===== src/rtl/imem_boot_loader.sv =====
// Boot-time instruction loader: streams words into instruction memory at
// consecutive addresses, then holds the core in reset for one cycle with the start PC.
module imem_boot_loader #(
  parameter int ADDR_W = 8
) (
  input  logic              clk,
  input  logic              rst,
  input  logic              load_start,
  input  logic [31:0]       load_addr,
  input  logic [ADDR_W:0]   load_count,
  input  logic [31:0]       start_pc,
  input  logic              s_valid,
  input  logic [31:0]       s_data,
  output logic              s_ready,
  output logic              imem_we,
  output logic [31:0]       imem_addr,
  output logic [31:0]       imem_wdata,
  output logic [31:0]       pc_init,
  output logic              core_run,
  output logic              busy,
  output logic              done,
  output logic              err
);

  typedef enum logic [1:0] {
    ST_IDLE    = 2'd0,
    ST_LOAD    = 2'd1,
    ST_RELEASE = 2'd2,
    ST_RUN     = 2'd3
  } state_t;

  localparam logic [32:0]     CAP_WORDS = 33'd1 << ADDR_W;
  localparam logic [ADDR_W:0] CNT_ONE   = {{ADDR_W{1'b0}}, 1'b1};

  state_t state_r, state_nxt_s;

  logic            s_ready_r,  s_ready_nxt_s;
  logic            imem_we_r,  imem_we_nxt_s;
  logic [31:0]     imem_addr_r, imem_addr_nxt_s;
  logic [31:0]     imem_wdata_r, imem_wdata_nxt_s;
  logic [31:0]     pc_init_r,  pc_init_nxt_s;
  logic            core_run_r, core_run_nxt_s;
  logic            busy_r,     busy_nxt_s;
  logic            done_r,     done_nxt_s;
  logic            err_r,      err_nxt_s;
  logic [31:0]     addr_r,     addr_nxt_s;
  logic [ADDR_W:0] cnt_r,      cnt_nxt_s;
  logic [31:0]     pc_lat_r,   pc_lat_nxt_s;

  logic [32:0]     count_ext_s;
  logic [32:0]     end_idx_s;
  logic            req_ok_s;
  logic            hs_s;
  logic            last_s;

  // End word index is formed at 33 bits so an out-of-range request can never wrap into range.
  assign count_ext_s = {{(32-ADDR_W){1'b0}}, load_count};
  assign end_idx_s   = {3'b000, load_addr[31:2]} + count_ext_s;
  assign req_ok_s    = (count_ext_s != 33'd0) && (count_ext_s <= CAP_WORDS) &&
                       (load_addr[1:0] == 2'b00) && (start_pc[1:0] == 2'b00) &&
                       (end_idx_s <= CAP_WORDS);
  assign hs_s        = s_valid && s_ready_r;
  assign last_s      = (cnt_r == CNT_ONE);

  // State register with synchronous active-low reset.
  always_ff @(posedge clk) begin
    if (!rst) begin
      state_r <= ST_IDLE;
    end else begin
      state_r <= state_nxt_s;
    end
  end

  // Next-state selection.
  always_comb begin
    state_nxt_s = state_r;
    case (state_r)
      ST_IDLE, ST_RUN: begin
        if (load_start && req_ok_s) begin
          state_nxt_s = ST_LOAD;
        end else begin
          state_nxt_s = state_r;
        end
      end
      ST_LOAD: begin
        if (hs_s && last_s) begin
          state_nxt_s = ST_RELEASE;
        end else begin
          state_nxt_s = ST_LOAD;
        end
      end
      ST_RELEASE: state_nxt_s = ST_RUN;
      default:    state_nxt_s = ST_IDLE;
    endcase
  end

  // Next values for the registered outputs and the session datapath.
  always_comb begin
    s_ready_nxt_s    = s_ready_r;
    imem_we_nxt_s    = 1'b0;
    imem_addr_nxt_s  = imem_addr_r;
    imem_wdata_nxt_s = imem_wdata_r;
    pc_init_nxt_s    = pc_init_r;
    core_run_nxt_s   = core_run_r;
    busy_nxt_s       = busy_r;
    done_nxt_s       = done_r;
    err_nxt_s        = err_r;
    addr_nxt_s       = addr_r;
    cnt_nxt_s        = cnt_r;
    pc_lat_nxt_s     = pc_lat_r;
    case (state_r)
      ST_IDLE, ST_RUN: begin
        if (load_start) begin
          if (req_ok_s) begin
            addr_nxt_s     = load_addr;
            cnt_nxt_s      = load_count;
            pc_lat_nxt_s   = start_pc;
            err_nxt_s      = 1'b0;
            done_nxt_s     = 1'b0;
            core_run_nxt_s = 1'b0;
            busy_nxt_s     = 1'b1;
            s_ready_nxt_s  = 1'b1;
          end else begin
            err_nxt_s = 1'b1;
          end
        end else begin
          err_nxt_s = err_r;
        end
      end
      ST_LOAD: begin
        if (hs_s) begin
          imem_we_nxt_s    = 1'b1;
          imem_addr_nxt_s  = addr_r;
          imem_wdata_nxt_s = s_data;
          addr_nxt_s       = addr_r + 32'd4;
          cnt_nxt_s        = cnt_r - CNT_ONE;
          if (last_s) begin
            s_ready_nxt_s = 1'b0;
            pc_init_nxt_s = pc_lat_r;
          end else begin
            s_ready_nxt_s = 1'b1;
          end
        end else begin
          imem_we_nxt_s = 1'b0;
        end
      end
      ST_RELEASE: begin
        core_run_nxt_s = 1'b1;
        done_nxt_s     = 1'b1;
        busy_nxt_s     = 1'b0;
        s_ready_nxt_s  = 1'b0;
      end
      default: begin
        s_ready_nxt_s  = 1'b0;
        core_run_nxt_s = 1'b0;
        busy_nxt_s     = 1'b0;
      end
    endcase
  end

  // Output and datapath registers.
  always_ff @(posedge clk) begin
    if (!rst) begin
      s_ready_r    <= 1'b0;
      imem_we_r    <= 1'b0;
      imem_addr_r  <= 32'd0;
      imem_wdata_r <= 32'd0;
      pc_init_r    <= 32'd0;
      core_run_r   <= 1'b0;
      busy_r       <= 1'b0;
      done_r       <= 1'b0;
      err_r        <= 1'b0;
      addr_r       <= 32'd0;
      cnt_r        <= {(ADDR_W+1){1'b0}};
      pc_lat_r     <= 32'd0;
    end else begin
      s_ready_r    <= s_ready_nxt_s;
      imem_we_r    <= imem_we_nxt_s;
      imem_addr_r  <= imem_addr_nxt_s;
      imem_wdata_r <= imem_wdata_nxt_s;
      pc_init_r    <= pc_init_nxt_s;
      core_run_r   <= core_run_nxt_s;
      busy_r       <= busy_nxt_s;
      done_r       <= done_nxt_s;
      err_r        <= err_nxt_s;
      addr_r       <= addr_nxt_s;
      cnt_r        <= cnt_nxt_s;
      pc_lat_r     <= pc_lat_nxt_s;
    end
  end

  assign s_ready    = s_ready_r;
  assign imem_we    = imem_we_r;
  assign imem_addr  = imem_addr_r;
  assign imem_wdata = imem_wdata_r;
  assign pc_init    = pc_init_r;
  assign core_run   = core_run_r;
  assign busy       = busy_r;
  assign done       = done_r;
  assign err        = err_r;

endmodule


===== config.mk =====
export PLATFORM = sky130hd
export DESIGN_NAME = imem_boot_loader
export DESIGN_NICKNAME = d
export VERILOG_FILES = /design/src/rtl/imem_boot_loader.sv
export SDC_FILE = /design/constraint.sdc
export NUM_CORES = 1
export LEC_CHECK = 0
export BUFFER_PORTS_ARGS = -buffer_cell sky130_fd_sc_hd__buf_2
export CORE_ASPECT_RATIO = 1.25
export CORE_MARGIN = 3
export CORE_UTILIZATION = 50
export DETAILED_ROUTE_END_ITERATION = 10
export PLACE_DENSITY = 0.86
export SKIP_CTS_REPAIR_TIMING = 1
export SLEW_MARGIN = 20
export SYNTH_ARGS = -nofsm -noshare
export SYNTH_HDL_FRONTEND = slang
export SYNTH_SLANG_ARGS = --single-unit
export TNS_END_PERCENT = 10

===== constraint.sdc =====
create_clock -name clk -period 5.25 [get_ports clk]
set_clock_uncertainty 0.1 [all_clocks]
set_input_delay 1.05 -clock clk [delete_from_list [all_inputs] [get_ports clk]]
set_output_delay 1.05 -clock clk [all_outputs]
set_load 0.01 [all_outputs]

# Word level (Yosys, flattened, before mapping)
# Cells that the tools add are included.
# W data, S select, Z words.
[totals] ff_bits=176 input_bits=109 out_inout_bits=102 word_cells=69
[op_classes] addsub=3 order_cmp=2 n_eq_ne=8 muxes=22 reduce_logical=22
[op_table] operator="$mux W32" count=3
[op_table] operator="$pmux W32 S2" count=1
[op_table] operator="$reduce_bool A33 Y1" count=1
[op_table] operator="$add A32 B3 Y32 const B" count=1
[op_table] operator="$add A30 B9 Y31" count=1
[op_table] operator="$le A31 B9 Y1 const B" count=1
[op_table] operator="$mux W9" count=3
[op_table] operator="$pmux W9 S2" count=1
[op_table] operator="$reduce_and A3 Y1" count=4
[op_table] operator="$eq A9 B1 Y1 const B" count=1
[op_table] operator="$le A9 B9 Y1 const B" count=1
[op_table] operator="$sub A9 B1 Y9 const B" count=1
[op_table] operator="$mux W1" count=8
[op_table] operator="$ne A2 B2 Y1 const B" count=4
[op_table] operator="$logic_and A1 B1 Y1" count=7
[op_table] operator="$logic_not A2 Y1" count=3
[op_table] operator="$pmux W2 S3" count=1
[op_table] operator="$reduce_and A2 Y1" count=3
[op_table] operator="$eq A2 B2 Y1 const B" count=2
[op_table] operator="$mux W2" count=2
[op_table] operator="$pmux W1 S2" count=2
[op_table] operator="$reduce_and A4 Y1" count=1
[op_table] operator="$reduce_bool A2 Y1" count=2
[op_table] operator="$pmux W1 S3" count=1
[op_table] operator="other kinds (2)" count=2

# Depth between registers and ports, before layout
# Gate-level depths: netlist of run 1.
[depth] word_depth=8 ltp_mapped=13 depth_no_buf=11

# Least setup slack after synthesis of run 1
# No wires, ideal clock.
[synth_path] path_kind="input to register" from="in load_addr[2]" to="reg pc_lat_r[25]" setup_ps=124 t_arrival_ps=3870 required_time_ps=5026 path_slack_ps=1156 cell_stages=12 path_buffers=1 cell_sequence="ha_1 > fa_1 > nand3_1 > a211oi_2 > nor3_1 > mux2_2 > nor4_1 > o2111ai_2 > nor3_4 > buf_6 > mux2i_1 > nor2_1"
[synth_via] elab_chain_cells=4
[synth_rtl] element="from (decl)" line_no="9" rtl="input logic [31:0] load_addr,"
[synth_rtl] element="$add A30 B9 Y31" line_no="58" rtl="assign end_idx_s = {3'b000, load_addr[31:2]} + count_ext_s;"
[synth_rtl] element="$le A31 B9 Y1" line_no="61" rtl="(end_idx_s <= CAP_WORDS);"
[synth_rtl] element="$logic_and A1 B1 Y1" line_no="60" rtl="(load_addr[1:0] == 2'b00) && (start_pc[1:0] == 2'b00) &&"
[synth_rtl] element="$reduce_and A3 Y1 (no line)"
[synth_rtl] element="to (signal assigned)" line_no="188" rtl="pc_lat_r <= pc_lat_nxt_s;"
[synth_rtl] element="to (decl)" line_no="48" rtl="logic [31:0] pc_lat_r, pc_lat_nxt_s;"
# Every way passes these cells.
# A chain may end at the register's enable or synchronous reset.

# Final worst setup path of run 1
[layout_path] from="in load_addr[2]" to="reg addr_r[7]"
[layout_via] elab_chain_cells=5
[layout_rtl] element="$add A30 B9 Y31" line_no="58"
[layout_rtl] element="$le A31 B9 Y1" line_no="61"
[layout_rtl] element="$logic_and A1 B1 Y1" line_no="60"
[layout_rtl] element="$ne A2 B2 Y1 (no line)"
[layout_rtl] element="$reduce_and A4 Y1 (no line)"
[layout_rtl] element="to (signal assigned)" line_no="186" rtl="addr_r <= addr_nxt_s;"
[layout_rtl] element="to (decl)" line_no="46" rtl="logic [31:0] addr_r, addr_nxt_s;"
# Every way passes these cells.

==> out/results.txt, run 1 <==
DRT antenna net count = 0
Post-synth EDFFs = 0
DIE HEIGHT = 152 um
Critical Path Sink Type = flop
Worst EP required = 5.44 ns
Outcome = complete, no violations
Wirelength per Cell = 16.1 um
Synth top area cells = dfxtp_1 (41%), nand2_1 (12%), a21oi_1 (8.8%)
Worst-path clk slew = 0.07 ns
Die area = 18700 um2
Layout fillers = 1438
Most common flop cell mapped by yosys = dfxtp_1
CP top delay family = compound AO/OA/AOI/OAI gates
H-Tree Depth = 4
Critical path buffers and inverters = 3
Antenna violations before repair = 1
Max Cap Violations = 0
Startpoint Class = input pin
Final Setup Violations = 0
Cts bufs inserted = 17
Vias in the first global route = 7787
Avg Cell Area, Syn = 7.76 um2
Worst hold slack = 0.342 ns
GPL Wtd Cong = 0.959
Crit path kind = input pin to flop
Clock latency on the worst-skew pair = 0.43 ns
Critical Path Stages = 14
CTS tree = built
I/O pin count = 211
Worst Max-Slew Pin Slew = 0.941 ns
Final period utilization = 78.9%
Core area = 16500 um2
Post-Syn Area = 8560 um2
Worst vdd ir = 0.222 mV
DP Cell Count = 1460
Async SR Flop Fraction = 0%
PD cells = 269 nW/um2
Hold WC Path Type = flop to flop
Clk root buf = clkbuf_16
WP data arrival = 4.34 ns
Largest net degree at the start of global routing = 89
PortBufs = 210
Cell Rows = 52
Layout area overhead = 19.3%
Unrepaired setup endpoints after global routing = no
Layout cell share with drive strength beyond 1 = 22.0%
CP max FO = 27
Starting Density = 52.0%
DRC viols = 0
Avg Vias per Cell = 5.67
FF+latch count, synth = 176
Die width = 123 um
Worst R2R Setup Slack = 1.73 ns
Slew Viols, Final = 0
Drt initial violations = 516
Clk sink count = 176
YS warnings = 0
Max incr delay on CP = 0.40 ns
Routed WL = 24.0 mm
Non-Filler Instances = 1492
TNS Setup = 0 ns
Final nets = 1387
Cell taking the most area after synthesis = dfxtp_1
Seq/Total Area, Yosys = 41.2%
DRT Pass-1 Iters = 5
First-pass GRT wire length = 38.2 mm
Max-slew headroom = 37.3%
Post-synth cell types = 69
Fmax = 0.241 GHz
Most common cell on crit path = buf_12
Mapped Cells = 1102
P_leak = 4.04 nW
GRT Overall Usage = 24.7%
Gr ovfl total = 0
Critical path cell sequence = buf_2, ha_1, fa_1, nand3_1, a211oi_2, nor3_1, mux2_2, nor4_1, o2111ai_2, a2bb2oi_4, buf_12, buf_12, a21oi_1, o32ai_1
Post-DP HPWL = 17.3 mm
Area share of the leading cell type in the synthesized netlist = 41.2%
Vias = 8465
Syn Nets = 1226
FF-to-FF path depth = 11
Max clock buf depth = 2
WHS Path Cells = 2
Final Hold Fails = 0
Crit path max-delay cell type = fa_1
Fin crit period = 4.14 ns
-- worst paths after layout --
kind / startpoint / end
worst max-delay path: load_addr[2] / addr_r[7]
worst min-delay path: pc_lat_r[0] / pc_init[0]
worst max register to register: state_r[0] / addr_r[7]
worst min register to register: pc_lat_r[0] / pc_init[0]
-- layout make-up --
| cell class | instances | area [um2] | area share [%] |
|---|---|---|---|
| diodes | 1 | 2.50 | 0.0245 |
| clock buffers | 19 | 443 | 4.34 |
| clock inverters | 12 | 103 | 1.01 |
| inverters | 26 | 100 | 0.981 |
| multi-input cells | 822 | 4600 | 45.1 |
| flip-flops and latches | 176 | 3520 | 34.5 |
| well taps | 216 | 270 | 2.65 |
| repair buffers | 220 | 1160 | 11.4 |
-- logic make-up after synthesis --
| kind of cell | Yosys count | synth area share, % |
|---|---|---|
| buf+inv | 104 | 5.41 |
| simple gates | 478 | 24.9 |
| mux | 54 | 6.41 |
| compound gates | 268 | 19.1 |
| flops | 176 | 41.2 |
| fa+ha+maj | 15 | 2.28 |
| xor+xnor | 7 | 0.717 |
-- cell usage in the layout, fill, tap and decap left out, types with 3 or more instances in the layout --
cell type,n
nand2_1,267
buf_2,210
dfxtp_1,176
a21oi_1,150
nor2_1,78
mux2i_1,48
inv_1,25
o21ai_0,23
nand3_1,23
o32ai_1,19
o22ai_1,18
clkbuf_16,17
nand4_1,16
nor3_1,15
nor4_1,13
ha_1,13
and3_1,10
nor2b_1,9
o211ai_1,8
nand2b_1,8
or3_1,7
buf_4,7
mux2_2,6
a31oi_1,6
o31ai_1,5
or2_2,5
and4_1,4
and2_1,4
xor2_1,4
o21a_1,4
or4_1,4
a211oi_1,3
xnor2_1,3
nand3b_1,3
nor3b_1,3
inv_6,3
clkinv_4,3
clkinvlp_4,3
buf_12,3
-- Yosys cell counts (all sizes together) (5+ instances only) --
cell type  number
a21oi         151
a31oi           6
and3           11
buf            22
clkbuf         55
dfxtp         176
ha             14
inv            26
mux2            6
mux2i          48
nand2         268
nand2b          8
nand3          24
nand4          17
nor2           78
nor2b           9
nor3           16
nor4           13
o211ai          8
o21ai          25
o22ai          18
o31ai           5
o32ai          19
or2             6
or3             8
-- state kept, by name, indices dropped and copies added, names as in the netlist --
register,flops
s_ready,1
imem_wdata,32
err,1
cnt_r,9
done,1
pc_lat_r,32
state_r,2
busy,1
addr_r,32
imem_we,1
imem_addr,32
pc_init,32
-- worst min-delay path, stage by stage, from the launching register on --
cell     delay [ns]
dfxtp_1        0.31
nand2_1        0.05
a21oi_1        0.05
-- routing by layer --
metal | up-vias | routed length (um) | track usage (%)
met2 | 365 | 11600 | 40.6
met4 | 0 | 964 | 11.5
met3 | 67 | 1840 | 4.94
met1 | 3851 | 9610 | 30.9
met5 | - | 0 | 0
li1 | 4182 | - | -
-- power by group --
part	switching (mW)	leakage, nW	internal [mW]	total, mW
registers	0.00372	1.42	1.34	1.34
clock network	0.546	0.260	0.627	1.17
logic	0.143	2.36	0.0871	0.231
-- stage by stage --
step	area [um2]	setup WS (ns)	util, %	total power, mW
finish	10200	1.11	62.0	2.75
global route	10200	0.806	62.0	2.84
CTS	10200	1.12	62.0	2.76
detailed placement	9660	0.675	58.7	1.60
global placement	9660	0.763	58.7	1.60
floorplan	8560	1.16	-	1.51
No activity file was read; power rests on OpenSTA's default activity.
==> run 2, diff against run 1 <==
==> constraint.sdc (replaced) <==
create_clock -name clk -period 3.9 [get_ports clk]
set_clock_uncertainty 0.1 [all_clocks]
set_input_delay 0.78 -clock clk [delete_from_list [all_inputs] [get_ports clk]]
set_output_delay 0.78 -clock clk [all_outputs]
set_load 0.01 [all_outputs]
==> run 2 against run 1 <==
  * Utilization rose by 3.2 points
  * Global-route usage increased by 0.80 points
  * Power is 40% higher
  * Largest cell class unchanged
  * Largest power group unchanged
==> out/results.txt, run 2 (synthesized netlist as in run 1, its figures left out) <==
Fin crit period = 3.73 ns
Crit path capture = addr_r[31] (was addr_r[7])
Max clock buf depth = 2 (unchanged)
Clk root buf = clkbuf_16 (unchanged)
Finished Cell Area = 10700 um2 (was 10200 um2)
Max-slew headroom = 40.2% (was 37.3%)
Crit path kind = input pin to flop (unchanged)
Worst R2R Setup Slack = 0.72 ns (was 1.73 ns)
Critical R2R Capture = addr_r[29] (was addr_r[7])
Clk sink count = 176 (unchanged)
Hold WC Path Type = flop to flop (unchanged)
Crit path from = load_addr[2] (unchanged)
H-Tree Depth = 4 (unchanged)
Outcome = complete, no violations (unchanged)
FF-to-FF path depth = 9 (was 11)
Layout area overhead = 25.5% (was 19.3%)
Critical Path Sink Type = flop (unchanged)
Slew Viols, Final = 0 (unchanged)
Max incr delay on CP = 0.41 ns (was 0.40 ns)
Starting Density = 52.0% (unchanged)
Clock latency on the worst-skew pair = 0.42 ns (was 0.43 ns)
DRC viols = 0 (unchanged)
TNS Setup = 0 ns (unchanged)
I/O pin count = 211 (unchanged)
Vias in the first global route = 8243 (was 7787)
Unrepaired setup endpoints after global routing = no (unchanged)
Worst EP required = 4.09 ns (was 5.44 ns)
Die area = 18700 um2 (unchanged)
Critical path buffers and inverters = 2 (was 3)
Final nets = 1453 (was 1387)
Hold Startpoint = pc_lat_r[0] (unchanged)
Core area = 16500 um2 (unchanged)
DIE HEIGHT = 152 um (unchanged)
Inserted Diodes = 0 (was 1)
DRT antenna net count = 0 (unchanged)
Worst-path clk slew = 0.08 ns (was 0.07 ns)
Most frequent cells in the layout = nand2_1 (267), buf_2 (210), dfxtp_1 (176) (unchanged)
P_leak = 4.37 nW (was 4.04 nW)
Final Hold Fails = 0 (unchanged)
Final Setup Violations = 0 (unchanged)
Wirelength per Cell = 16.0 um (was 16.1 um)
Fmax = 0.268 GHz
Final period utilization = 95.6%
Cell Rows = 52 (unchanged)
Largest net degree at the start of global routing = 76 (was 89)
Layout fillers = 1395 (was 1438)
Post-DP HPWL = 18.0 mm (was 17.3 mm)
Antenna violations before repair = 0 (was 1)
CP max FO = 35 (was 27)
Routed WL = 24.9 mm (was 24.0 mm)
Max Cap Violations = 0 (unchanged)
Avg Vias per Cell = 5.63 (was 5.67)
Die width = 123 um (unchanged)
Gr ovfl total = 0 (unchanged)
WP data arrival = 3.91 ns (was 4.34 ns)
Fin worst setup slack = 0.171 ns (was 1.11 ns)
Worst vdd ir = 0.327 mV (was 0.222 mV)
Worst R2R Start = addr_r[4] (was state_r[0])
GRT Overall Usage = 25.5% (was 24.7%)
PortBufs = 210 (unchanged)
Cts bufs inserted = 17 (unchanged)
Commonest non-fill, non-tap cell in the layout = nand2_1 (unchanged)
CTS tree = built (unchanged)
CP top delay family = compound AO/OA/AOI/OAI gates (unchanged)
Startpoint Class = input pin (unchanged)
First-pass GRT wire length = 39.5 mm (was 38.2 mm)
Place WS = -0.252 ns (was 0.675 ns)
Worst Max-Slew Pin Slew = 0.894 ns (was 0.941 ns)
Critical path cell sequence = buf_2, ha_1, fa_1, nand3_1, a211oi_2, nor3_1, mux2_2, nor4_1, o2111ai_2, a2bb2oi_4, buf_4, o211ai_1, o31ai_1 (was buf_2, ha_1, fa_1, nand3_1, a211oi_2, nor3_1, mux2_2, nor4_1, o2111ai_2, a2bb2oi_4, buf_12, buf_12, a21oi_1, o32ai_1)
PD cells = 357 nW/um2 (was 269 nW/um2)
DP Area = 10100 um2 (was 9660 um2)
Layout cell share with drive strength beyond 1 = 26.0% (was 22.0%)
DRT Pass-1 Iters = 6 (was 5)
Critical Path Stages = 13 (was 14)
GPL Wtd Cong = 0.927 (was 0.959)
Crit path max-delay cell type = fa_1 (unchanged)
Vias = 8766 (was 8465)
Drt initial violations = 601 (was 516)
run 2: changes by cell type in the layout (fill, tap and decap cells not counted), sizes merged:
cell / previous run / this run
clkinvlp: 3 / 1
diode: 1 / 0
buf: 220 / 286
clkinv: 4 / 7
run 2: per-layer routing:
| layer | share of wire, % | up-vias | global-route usage, % |
|---|---|---|---|
| li1 | - | 4303 | - |
| met1 | 39 | 4059 | 30.4 |
| met2 | 50 | 332 | 44.2 |
| met3 | 7.0 | 72 | 4.90 |
| met4 | 3.8 | 0 | 10.8 |
| met5 | 0 | - | 0 |
run 2: worst min path at each step:
stage | end | cells past startpoint
after floorplan | pc_init[0] | 2
after global placement | pc_init[1] | 2
after detailed placement | pc_init[30] | 2
after CTS | pc_init[6] | 2
after global routing | pc_init[7] | 2
final | pc_init[0] | 2
run 2: per-stage QoR:
step                      cells  util, %  total power, mW  hold slack, ns
final                      1558     65.3             3.84           0.350
after detailed placement   1526     61.6             2.21           0.342
after global placement     1526     61.6             2.20           0.333
after floorplan            1102        -             2.03           0.327
after CTS                  1558     65.2             3.84           0.352
after global routing       1558     65.3             3.97           0.370
run 2: layout make-up:
type | count | area [um2] | share of cell area (%)
clock buffer | 19 | 443 | 4.12
clock inverter | 13 | 145 | 1.35
inverter | 26 | 100 | 0.932
multi-input combinational | 822 | 4610 | 42.9
sequential | 176 | 3520 | 32.8
tap | 216 | 270 | 2.52
timing repair buffer | 286 | 1650 | 15.3
run 2: tightest hold or removal path, stage by stage, from the launching register on:
cell     delay, ns
dfxtp_1       0.31
nand2_1       0.05
a21oi_1       0.05
run 2: where the power goes:
group | total [mW] | internal, mW | switching (mW)
sequential | 1.80 | 1.80 | 0.00496
clock | 1.66 | 0.872 | 0.788
combinational | 0.372 | 0.164 | 0.209
total | 3.84 | 2.84 | 1.00
==> run 3, diff against run 2 <==
--- a/config.mk
+++ b/config.mk
@@ -7,10 +7,9 @@
 export LEC_CHECK = 0
 export BUFFER_PORTS_ARGS = -buffer_cell sky130_fd_sc_hd__buf_2
 export CORE_ASPECT_RATIO = 1.25
-export CORE_MARGIN = 3
 export CORE_UTILIZATION = 50
 export DETAILED_ROUTE_END_ITERATION = 10
-export PLACE_DENSITY = 0.86
+export PLACE_DENSITY_LB_ADDON = 0.2
 export SKIP_CTS_REPAIR_TIMING = 1
 export SLEW_MARGIN = 20
 export SYNTH_ARGS = -nofsm -noshare
==> run 3 against run 2 <==
  * Setup slack gained 0.0058 ns
  * Non-clock buffer count grew 7
  * Worst hold slack is essentially flat
  * Clock-buffer cell count is the same
  * First-iteration DRC count shrank 8.3%
  * Utilization shrank 0.62 points
  * Critical path type unchanged
  * Fmax grew 0.15%
  * Cell area grew 0.96%
  * Die area shrank 5.8%
  * Power grew 2.7%
==> out/results.txt, run 3 (synthesized netlist as in run 1, its figures left out) <==
Max incr delay on CP = 0.56 ns (was 0.41 ns)
Worst Max-Slew Pin Slew = 0.985 ns (was 0.894 ns)
DRC viols = 0 (unchanged)
H-Tree Depth = 4 (unchanged)
Die area = 17600 um2 (was 18700 um2)
DRT Pass-1 Iters = 6 (unchanged)
Vias = 8663 (was 8766)
Crit path capture = pc_lat_r[13] (was addr_r[31])
CP max FO = 28 (was 35)
Largest net degree at the start of global routing = 92 (was 76)
Avg Vias per Cell = 5.52 (was 5.63)
Critical Path Sink Type = flop (unchanged)
Non-Filler Instances = 1570 (was 1558)
Hold WC Path Type = flop to flop (unchanged)
Inserted Diodes = 0 (unchanged)
Multi-input gate area = 4620 um2 (was 4610 um2)
Starting Density = 51.0% (was 52.0%)
Worst vdd ir = 0.234 mV (was 0.327 mV)
I/O pin count = 211 (unchanged)
DP Cell Count = 1537 (was 1526)
Clk root buf = clkbuf_16 (unchanged)
PD cells = 363 nW/um2 (was 357 nW/um2)
Critical Path Stages = 14 (was 13)
CP top delay family = simple AND/OR/NAND/NOR gates (was compound AO/OA/AOI/OAI gates)
Power, Total = 3.94 mW (was 3.84 mW)
GPL Wtd Cong = 0.884 (was 0.927)
Max clock buf depth = 2 (unchanged)
Unrepaired setup endpoints after global routing = no (unchanged)
Routed WL = 24.0 mm (was 24.9 mm)
Critical R2R Capture = addr_r[31] (was addr_r[29])
Crit path from = load_addr[2] (unchanged)
Worst-path clk slew = 0.07 ns (was 0.08 ns)
Outcome = complete, no violations (unchanged)
Place WS = -0.263 ns (was -0.252 ns)
Worst R2R Start = addr_r[4] (unchanged)
Startpoint Class = input pin (unchanged)
Max-slew headroom = 34.3% (was 40.2%)
Worst EP required = 4.08 ns (was 4.09 ns)
Clock latency on the worst-skew pair = 0.42 ns (about the same)
Final nets = 1461 (was 1453)
DRT antenna net count = 0 (unchanged)
Critical path buffers and inverters = 3 (was 2)
Antenna violations before repair = 0 (unchanged)
First-pass GRT wire length = 38.1 mm (was 39.5 mm)
Wirelength per Cell = 15.3 um (was 16.0 um)
Most frequent cells in the layout = nand2_1 (268), buf_2 (210), dfxtp_1 (176) (was nand2_1 (267), buf_2 (210), dfxtp_1 (176))
Commonest non-fill, non-tap cell in the layout = nand2_1 (unchanged)
WP data arrival = 3.91 ns (about the same)
Vias in the first global route = 7840 (was 8243)
Max Cap Violations = 0 (unchanged)
Layout fillers = 1528 (was 1395)
DIE HEIGHT = 148 um (was 152 um)
Cts bufs inserted = 17 (unchanged)
Crit path kind = input pin to flop (unchanged)
Cell Rows = 53 (was 52)
Critical path cell sequence = buf_2, ha_1, fa_1, nand3_1, a211oi_2, buf_4, o311a_1, o22ai_1, o2111ai_1, or4_1, nor3_4, buf_12, mux2i_1, nor2_1 (was buf_2, ha_1, fa_1, nand3_1, a211oi_2, nor3_1, mux2_2, nor4_1, o2111ai_2, a2bb2oi_4, buf_4, o211ai_1, o31ai_1)
Final period utilization = 95.5% (was 95.6%)
P_leak = 4.42 nW (was 4.37 nW)
Worst R2R Setup Slack = 0.71 ns (was 0.72 ns)
Fin crit period = 3.72 ns (was 3.73 ns)
Core area = 16800 um2 (was 16500 um2)
Final Hold Fails = 0 (unchanged)
Fin worst setup slack = 0.177 ns (was 0.171 ns)
GRT Overall Usage = 26.6% (was 25.5%)
Crit path max-delay cell type = or4_1 (was fa_1)
Slew Viols, Final = 0 (unchanged)
Fmax = 0.269 GHz (was 0.268 GHz)
Layout area overhead = 26.7% (was 25.5%)
Die width = 119 um (was 123 um)
Flip-flop and latch area = 3520 um2 (unchanged)
FF-to-FF path depth = 8 (was 9)
CTS tree = built (unchanged)
Layout cell share with drive strength beyond 1 = 26.4% (was 26.0%)
Final Setup Violations = 0 (unchanged)
Post-DP HPWL = 17.1 mm (was 18.0 mm)
Clk sink count = 176 (unchanged)
PortBufs = 210 (unchanged)
Drt initial violations = 551 (was 601)
Gr ovfl total = 0 (unchanged)
-- run 3: cell types whose count changed in the layout (fill, tap and decap cells not counted), sizes merged --
cell and delta:
a2bb2oi +1, buf +7, bufinv +2, clkinv -5, inv +3
-- run 3: where the power goes --
part / internal [mW] / switching [mW] / leakage [nW]
combinational: 0.166 / 0.209 / 2.71
clock: 0.990 / 0.771 / 0.298
sequential: 1.80 / 0.00499 / 1.42
-- run 3: layout make-up --
| class | instances | area share [%] |
|---|---|---|
| multi-input cells | 823 | 42.6 |
| flip-flops and latches | 176 | 32.5 |
| repair buffers | 293 | 15.8 |
| clock buffers | 19 | 4.08 |
| well taps | 220 | 2.54 |
| clock inverters | 13 | 1.53 |
| inverters | 26 | 0.923 |
-- run 3: metal layers --
layer	vias to the layer above	wire length, um	track usage [%]
li1	4322	-	-
met1	3984	10500	33.7
met2	317	11500	44.7
met3	40	1430	5.29
met4	0	514	9.56
met5	-	0	0
-- run 3: through the flow --
| stage | hold WS, ns | cell area (um2) | utilization, % | setup TNS (ns) |
|---|---|---|---|---|
| 2_1_floorplan | 0.327 | 8560 | - | 0 |
| 6_report | 0.350 | 10800 | 64.6 | 0 |
| 3_3_place_gp | 0.336 | 10200 | 60.9 | -7.92 |
| 5_1_grt | 0.363 | 10800 | 64.6 | 0 |
| 3_5_place_dp | 0.343 | 10200 | 60.9 | -12.49 |
| 4_1_cts | 0.349 | 10800 | 64.5 | 0 |
-- run 3: how the worst min path moves through the flow --
stage	startpoint	slack, ns	cells after the start	to
final	imem_addr[26]	0.35	2	imem_addr[26]
after global routing	imem_addr[27]	0.36	2	imem_addr[27]
after CTS	addr_r[1]	0.35	2	imem_addr[1]
after detailed placement	pc_init[6]	0.34	2	pc_init[6]
after global placement	pc_lat_r[1]	0.34	2	pc_init[1]
after floorplan	pc_lat_r[0]	0.33	2	pc_init[0]
-- run 3: tightest hold or removal path, delay by kind of cell, from the launching register on --
kind,cells,cell delay (ns)
AOI/OAI and AO/OA,1,0.05
DFF,1,0.31
and+or+nand+nor,1,0.05
